[src/rtl/fifo_wr_arbiter.sv]
// -----------------------------------------------------------------------------
// fifo_wr_arbiter
//   Round-robin arbiter that lets NREQ requesters take turns writing bursts of
//   up to BURST beats into a single FIFO write port. Data passes through
//   combinationally from the granted requester to the FIFO. Every grant goes
//   back through IDLE, so a requester that stays valid always gives the others
//   a chance to win arbitration between its bursts.
//
// Parameters
//   DATASIZE  FIFO word width
//   NREQ      number of requesters
//   BURST     maximum beats per grant (1..255)
//
// Ports
//   wclk            write-domain clock, all state on the rising edge
//   wrst_n          asynchronous active-low reset
//   req_valid       per-requester data valid
//   req_data        per-requester data, requester i at [i*DATASIZE +: DATASIZE]
//   req_ready       per-requester beat accepted this cycle
//   wfull           FIFO full flag, synchronous to wclk
//   w_en            FIFO write enable
//   wdata           FIFO write data (zero while idle)
//   grant_id        currently granted requester
//   busy            high while a grant is active
//   beat_cnt_total  running count of beats written, wraps at 2^32
// -----------------------------------------------------------------------------
module fifo_wr_arbiter #(
  parameter int DATASIZE = 64,
  parameter int NREQ     = 4,
  parameter int BURST    = 8,
  localparam int IDW     = (NREQ > 1) ? $clog2(NREQ) : 1
) (
  input  logic                     wclk,
  input  logic                     wrst_n,
  input  logic [NREQ-1:0]          req_valid,
  input  logic [NREQ*DATASIZE-1:0] req_data,
  output logic [NREQ-1:0]          req_ready,
  input  logic                     wfull,
  output logic                     w_en,
  output logic [DATASIZE-1:0]      wdata,
  output logic [IDW-1:0]           grant_id,
  output logic                     busy,
  output logic [31:0]              beat_cnt_total
);

  typedef enum logic {
    IDLE  = 1'b0,
    GRANT = 1'b1
  } state_e;

  localparam logic [7:0]     BURST_LAST = 8'(BURST - 1);
  localparam logic [IDW-1:0] LAST_RST   = IDW'(NREQ - 1);

  state_e              state_q, state_d;
  logic [IDW-1:0]      grant_id_q, grant_id_d;
  logic [IDW-1:0]      last_gnt_q, last_gnt_d;
  logic [7:0]          burst_q, burst_d;
  logic [31:0]         total_q, total_d;

  logic [IDW-1:0]      rr_sel;
  logic                rr_found;
  logic [IDW-1:0]      rr_cand;
  int                  rr_off;
  logic                sel_valid;
  logic [DATASIZE-1:0] sel_data;

  // Round-robin search: first valid requester starting one past the last
  // grant, wrapping at NREQ (which need not be a power of two).
  always_comb begin
    rr_sel   = '0;
    rr_found = 1'b0;
    rr_cand  = '0;
    rr_off   = 0;
    for (int k = 1; k <= NREQ; k++) begin
      rr_off = int'(last_gnt_q) + k;
      if (rr_off >= NREQ) begin
        rr_off = rr_off - NREQ;
      end
      rr_cand = IDW'(rr_off);
      if (!rr_found && req_valid[rr_cand]) begin
        rr_sel   = rr_cand;
        rr_found = 1'b1;
      end
    end
  end

  // Granted requester's valid and data.
  assign sel_valid = req_valid[grant_id_q];

  always_comb begin
    sel_data = '0;
    for (int i = 0; i < NREQ; i++) begin
      if (grant_id_q == IDW'(i)) begin
        sel_data = req_data[i*DATASIZE +: DATASIZE];
      end
    end
  end

  // Next-state and write-enable logic.
  always_comb begin
    state_d    = state_q;
    grant_id_d = grant_id_q;
    last_gnt_d = last_gnt_q;
    burst_d    = burst_q;
    total_d    = total_q;
    w_en       = 1'b0;
    case (state_q)
      IDLE: begin
        if (rr_found) begin
          state_d    = GRANT;
          grant_id_d = rr_sel;
          burst_d    = '0;
        end
      end
      GRANT: begin
        // A dropped valid releases the grant even while the FIFO is full.
        if (!sel_valid) begin
          state_d    = IDLE;
          last_gnt_d = grant_id_q;
        end else if (!wfull) begin
          w_en    = 1'b1;
          burst_d = burst_q + 8'd1;
          total_d = total_q + 32'd1;
          if (burst_q == BURST_LAST) begin
            state_d    = IDLE;
            last_gnt_d = grant_id_q;
          end
        end
      end
      default: begin
        state_d = IDLE;
      end
    endcase
  end

  always_ff @(posedge wclk or negedge wrst_n) begin
    if (!wrst_n) begin
      state_q    <= IDLE;
      grant_id_q <= '0;
      last_gnt_q <= LAST_RST;
      burst_q    <= '0;
      total_q    <= '0;
    end else begin
      state_q    <= state_d;
      grant_id_q <= grant_id_d;
      last_gnt_q <= last_gnt_d;
      burst_q    <= burst_d;
      total_q    <= total_d;
    end
  end

  // Only the granted requester sees its beat accepted.
  always_comb begin
    req_ready = '0;
    for (int i = 0; i < NREQ; i++) begin
      req_ready[i] = w_en && (grant_id_q == IDW'(i));
    end
  end

  assign busy           = (state_q == GRANT);
  assign wdata          = busy ? sel_data : '0;
  assign grant_id       = grant_id_q;
  assign beat_cnt_total = total_q;

endmodule

[config.mk]
export PLATFORM = sky130hd
export DESIGN_NAME = fifo_wr_arbiter
export DESIGN_NICKNAME = d
export VERILOG_FILES = /design/src/rtl/fifo_wr_arbiter.sv
export SDC_FILE = /design/constraint.sdc
export NUM_CORES = 1
export LEC_CHECK = 0
export CORE_AREA = 2 2 141 143
export DETAILED_ROUTE_END_ITERATION = 16
export DIE_AREA = 0 0 143 145
export PLACE_DENSITY = 0.58
export SLEW_MARGIN = 15
export SYNTH_ARGS = -nofsm -noshare
export SYNTH_HDL_FRONTEND = slang
export SYNTH_SLANG_ARGS = --single-unit
[constraint.sdc]
create_clock -name wclk -period 2.3 [get_ports wclk]
set_clock_uncertainty 0.15 [all_clocks]
set_input_delay 0.23 -clock wclk [delete_from_list [all_inputs] [get_ports wclk]]
set_output_delay 0.23 -clock wclk [all_outputs]
set_load 0.005 [all_outputs]
==> impl_results.html <==
<table>
<tr><th>Metric</th><th>Value</th></tr>
<tr><th colspan="2">Outcome</th></tr>
<tr><td>Status</td><td>finished, violations left</td></tr>
<tr><td>Violated checks</td><td>setup timing</td></tr>
<tr><th colspan="2">Final layout</th></tr>
<tr><td>Area of all placed cells without fillers</td><td>9260 um2</td></tr>
<tr><td>Proportion of layout cells with a drive suffix above 1</td><td>34.7%</td></tr>
<tr><td>Filler-free cell count of the finished design</td><td>1048</td></tr>
<tr><td>Utilization after layout</td><td>48.2%</td></tr>
<tr><td>Growth of design area from synthesis to finish</td><td>112%</td></tr>
<tr><td>Number of nets in the layout</td><td>1042</td></tr>
<tr><th colspan="2">Critical path</th></tr>
<tr><td>Worst Setup End Kind</td><td>output pin</td></tr>
<tr><td>Classification of the worst setup path</td><td>register to output pin</td></tr>
<tr><td>Arrival @ worst endpoint</td><td>1.95 ns</td></tr>
<tr><td>Worst EP required</td><td>1.92 ns</td></tr>
<tr><td>Crit path launch type</td><td>register</td></tr>
<tr><td>Crit Path Max Fanout</td><td>6</td></tr>
<tr><th colspan="2">Timing</th></tr>
<tr><td>Final critical delay including setup and external delays</td><td>2.33 ns</td></tr>
<tr><td>Final Hold Viols</td><td>0</td></tr>
<tr><td>Relative max-transition margin</td><td>51.8%</td></tr>
<tr><td>Share of the cycle needed by the critical path after routing</td><td>101%</td></tr>
<tr><td>Unrepaired setup endpoints after global routing</td><td>yes</td></tr>
<tr><td>Pin slew with the least headroom to its limit</td><td>0.721 ns</td></tr>
<tr><td>Minimum hold slack</td><td>0.304 ns</td></tr>
<tr><td>Final Slew Violations</td><td>0</td></tr>
<tr><td>Max frequency</td><td>429 MHz</td></tr>
<tr><td>Worst setup margin</td><td>-0.0334 ns</td></tr>
<tr><td>Setup violators final</td><td>8</td></tr>
<tr><th colspan="2">Clock tree</th></tr>
<tr><td>Num CTS Buffers</td><td>5</td></tr>
<tr><td>CTS tree</td><td>built</td></tr>
<tr><td>CTS clk-pin slew, worst paths</td><td>0.06 ns</td></tr>
<tr><td>Number of clock sinks</td><td>45</td></tr>
<tr><td>Clock root buffer</td><td>clkbuf_16</td></tr>
<tr><td>H-tree levels</td><td>2</td></tr>
<tr><td>Buffer levels on the longest clock path</td><td>2</td></tr>
<tr><td>Worst-Skew Late Latency</td><td>0.28 ns</td></tr>
<tr><th colspan="2">Global routing</th></tr>
<tr><td>Global-route wire length before repair</td><td>37.1 mm</td></tr>
<tr><td>Busiest layer in global routing</td><td>met2</td></tr>
<tr><td>Combined global-route utilization of all metal layers</td><td>24.2%</td></tr>
<tr><td>Met2 usage</td><td>38.2%</td></tr>
<tr><td>Largest net degree at the start of global routing</td><td>48</td></tr>
<tr><td>Number of antenna violations at the first check in global routing</td><td>5</td></tr>
<tr><td>GR Layer Usage met1</td><td>32.1%</td></tr>
<tr><td>Total congestion overflow</td><td>0</td></tr>
<tr><td>Number of global-route vias before repair</td><td>5489</td></tr>
<tr><td>Met3 global-route usage</td><td>7.69%</td></tr>
<tr><th colspan="2">Yosys</th></tr>
<tr><td>Post-Synth XOR/XNOR Area</td><td>6.43%</td></tr>
<tr><td>Fraction of the mapped netlist area in simple logic gates</td><td>23.6%</td></tr>
<tr><td>Mean instance size in the synthesized netlist</td><td>11.6 um2</td></tr>
<tr><td>Count of flip-flops with a built-in enable after synthesis</td><td>0</td></tr>
<tr><td>Library cells used by synthesis</td><td>45</td></tr>
<tr><td>Post-synthesis adder-cell area fraction</td><td>0.574%</td></tr>
<tr><td>Fraction of post-synthesis cell area in the top cell type by area</td><td>33.6%</td></tr>
<tr><td>Largest family of logic cells by synthesized area</td><td>multiplexers</td></tr>
<tr><td>Ys async rst share</td><td>100%</td></tr>
<tr><td>Part of the Yosys area used for sequential elements</td><td>25.9%</td></tr>
<tr><td>Multiplexer share of the synthesized area</td><td>35.7%</td></tr>
<tr><td>Most used standard cell by instance count after synthesis</td><td>and2_1</td></tr>
<tr><td>Most used flip-flop cell after synthesis</td><td>dfrtp_1</td></tr>
<tr><td>Leading cell types by count after synthesis</td><td>and2_1, mux4_2, dfrtp_1</td></tr>
<tr><td>Count of state elements after synthesis</td><td>45</td></tr>
<tr><td>Largest area contributor in the netlist</td><td>mux4_2</td></tr>
<tr><td>Post-Synthesis Cells</td><td>376</td></tr>
<tr><td>Synthesized area</td><td>4360 um2</td></tr>
<tr><td>Fraction of the mapped netlist area in compound gates</td><td>3.96%</td></tr>
<tr><td>Total nets after synthesis</td><td>641</td></tr>
<tr><td>Synth area leaders</td><td>mux4_2, dfrtp_1, and2_1, xnor2_1, xor2_1</td></tr>
<tr><td>Syn. warnings</td><td>0</td></tr>
<tr><th colspan="2">Placed design</th></tr>
<tr><td>Placed cells</td><td>1002</td></tr>
<tr><td>Post-placement setup slack</td><td>-0.0995 ns</td></tr>
<tr><td>PortBufs</td><td>366</td></tr>
<tr><td>Area post-placement</td><td>8500 um2</td></tr>
<tr><td>Final Wtd Congestion</td><td>1.03</td></tr>
<tr><td>DP Wirelength</td><td>20.9 mm</td></tr>
<tr><th colspan="2">Routing</th></tr>
<tr><td>Average detailed-routed wire length per instance</td><td>25.1 um</td></tr>
<tr><td>Remaining antenna violation count</td><td>0</td></tr>
<tr><td>Total length of routed wires</td><td>26.3 mm</td></tr>
<tr><td>Drc violations</td><td>0</td></tr>
<tr><td>Number of iterations in the first detailed-routing pass</td><td>4</td></tr>
<tr><td>Drt via density</td><td>4.90</td></tr>
<tr><td>Count of routing violations after the opening detailed-route iteration</td><td>211</td></tr>
<tr><td>DR vias</td><td>5136</td></tr>
<tr><th colspan="2">Floorplanning</th></tr>
<tr><td>Floorplan die area</td><td>20700 um2</td></tr>
<tr><td>Total number of placement rows</td><td>51</td></tr>
<tr><td>Number of primary I/O pins</td><td>367</td></tr>
<tr><td>Core Region</td><td>19200 um2</td></tr>
<tr><td>Height of the chip</td><td>145 um</td></tr>
<tr><td>Initial core utilization</td><td>22.7%</td></tr>
<tr><td>Horizontal die dimension</td><td>143 um</td></tr>
<tr><th colspan="2">Min path</th></tr>
<tr><td>Worst min-delay path class</td><td>input pin to asynchronous set/reset pin</td></tr>
<tr><th colspan="2">Power and ir drop</th></tr>
<tr><td>Maximum resistive drop on vdd</td><td>536 uV</td></tr>
<tr><td>Static leakage</td><td>3.90 nW</td></tr>
<tr><td>Total power density per cell area</td><td>936 nW/um2</td></tr>
<tr><th colspan="2">Flow run</th></tr>
<tr><td>Reported max-cap violation count</td><td>0</td></tr>
</table>
==> flip-flops by register name, indices dropped and copies added, names as in the netlist <==
name,count
grant_id,2
last_gnt_q,2
beat_cnt_total,32
burst_q,8
busy,1
==> metal layers <==
metal	part of all wire, %	routed length (um)	vias to the layer above
li1	-	-	2264
met1	40	10600	2554
met2	47	12300	286
met3	11	2840	32
met4	2.1	548	0
met5	0	0	-
==> final timing paths <==
kind,cells after the start,endpoint,slack [ns],from
min reg2reg,1,beat_cnt_total[31],0.32,beat_cnt_total[31]
max in group asynchronous,3,last_gnt_q[0],1.41,wrst_n
min,3,beat_cnt_total[31],0.30,wrst_n
min in group wclk,1,beat_cnt_total[31],0.32,beat_cnt_total[31]
max,6,wdata[44],-0.03,grant_id[0]
max reg2reg,9,beat_cnt_total[21],0.02,grant_id[0]
==> report_power, final <==
group | switching (mW) | internal [mW]
clock | 0.298 | 0.543
combinational | 2.56 | 4.18
sequential | 0.177 | 0.915
==> timing repair <==
item,CTS,global route
pin swaps,22,17
buffers inserted,27,2
gates resized for setup,316,56
setup endpoints to repair,67,66
hold buffers,1,0
hold endpoints to repair,43,0
gates cloned,5,1
==> cell usage in the layout (no fill, tap or decap), types with 5 or more instances in the layout <==
cell,netlist,routed
dlygate4sd2_1,0,6
inv_1,8,8
clkbuf_16,0,6
o21ai_0,6,6
xor2_1,14,14
mux4_2,65,65
buf_6,1,43
and4_1,6,6
nand2_1,11,10
clkdlybuf4s50_1,0,296
xnor2_1,18,18
and2_1,68,22
buf_12,0,11
dfrtp_1,43,40
nand4_1,11,11
nor4_4,1,5
and2_4,0,46
clkbuf_2,0,7
diode_2,0,5
a21oi_1,8,7
buf_2,15,25
nand3_1,15,15
buf_4,2,21
and3_1,13,13
nor2_1,7,6
==> cells by family (layout without fill, tap and decap cells) <==
logic type      after synthesis  count (layout)
simple gates                163             163
mux                          73              73
flops                        45              45
buf+inv                      36             438
xor+xnor                     32              32
compound gates               25              25
fa+ha+maj                     2               2
other cells                   0               5
==> worst max-delay path: stages, from the launching register on <==
cell and delay (ns):
dfrtp_4 0.54, buf_12 0.17, buf_16 0.13, buf_6 0.11
mux4_2 0.41, and2_4 0.20, buf_6 0.11
==> per-stage QoR <==
stage               total power, mW  setup TNS (ns)
floorplan                      3.72               0
global placement               6.80          -0.245
detailed placement             6.81          -0.588
CTS                            8.64          -0.662
global route                   9.15           -1.41
finish                         8.67          -0.146
==> layout make-up <==
| class | instances | area, um2 |
|---|---|---|
| Fill cell | 1756 | 9940 |
| Timing Repair Buffer | 422 | 4280 |
| Sequential cell | 45 | 1130 |
| Clock inverter | 1 | 30.0 |
| Multi-Input combinational cell | 295 | 3300 |
| Inverter | 8 | 30.0 |
| Tap cell | 265 | 332 |
| Antenna cell | 5 | 12.5 |
| Clock buffer | 7 | 143 |
Power figures use the tool's default switching activity.
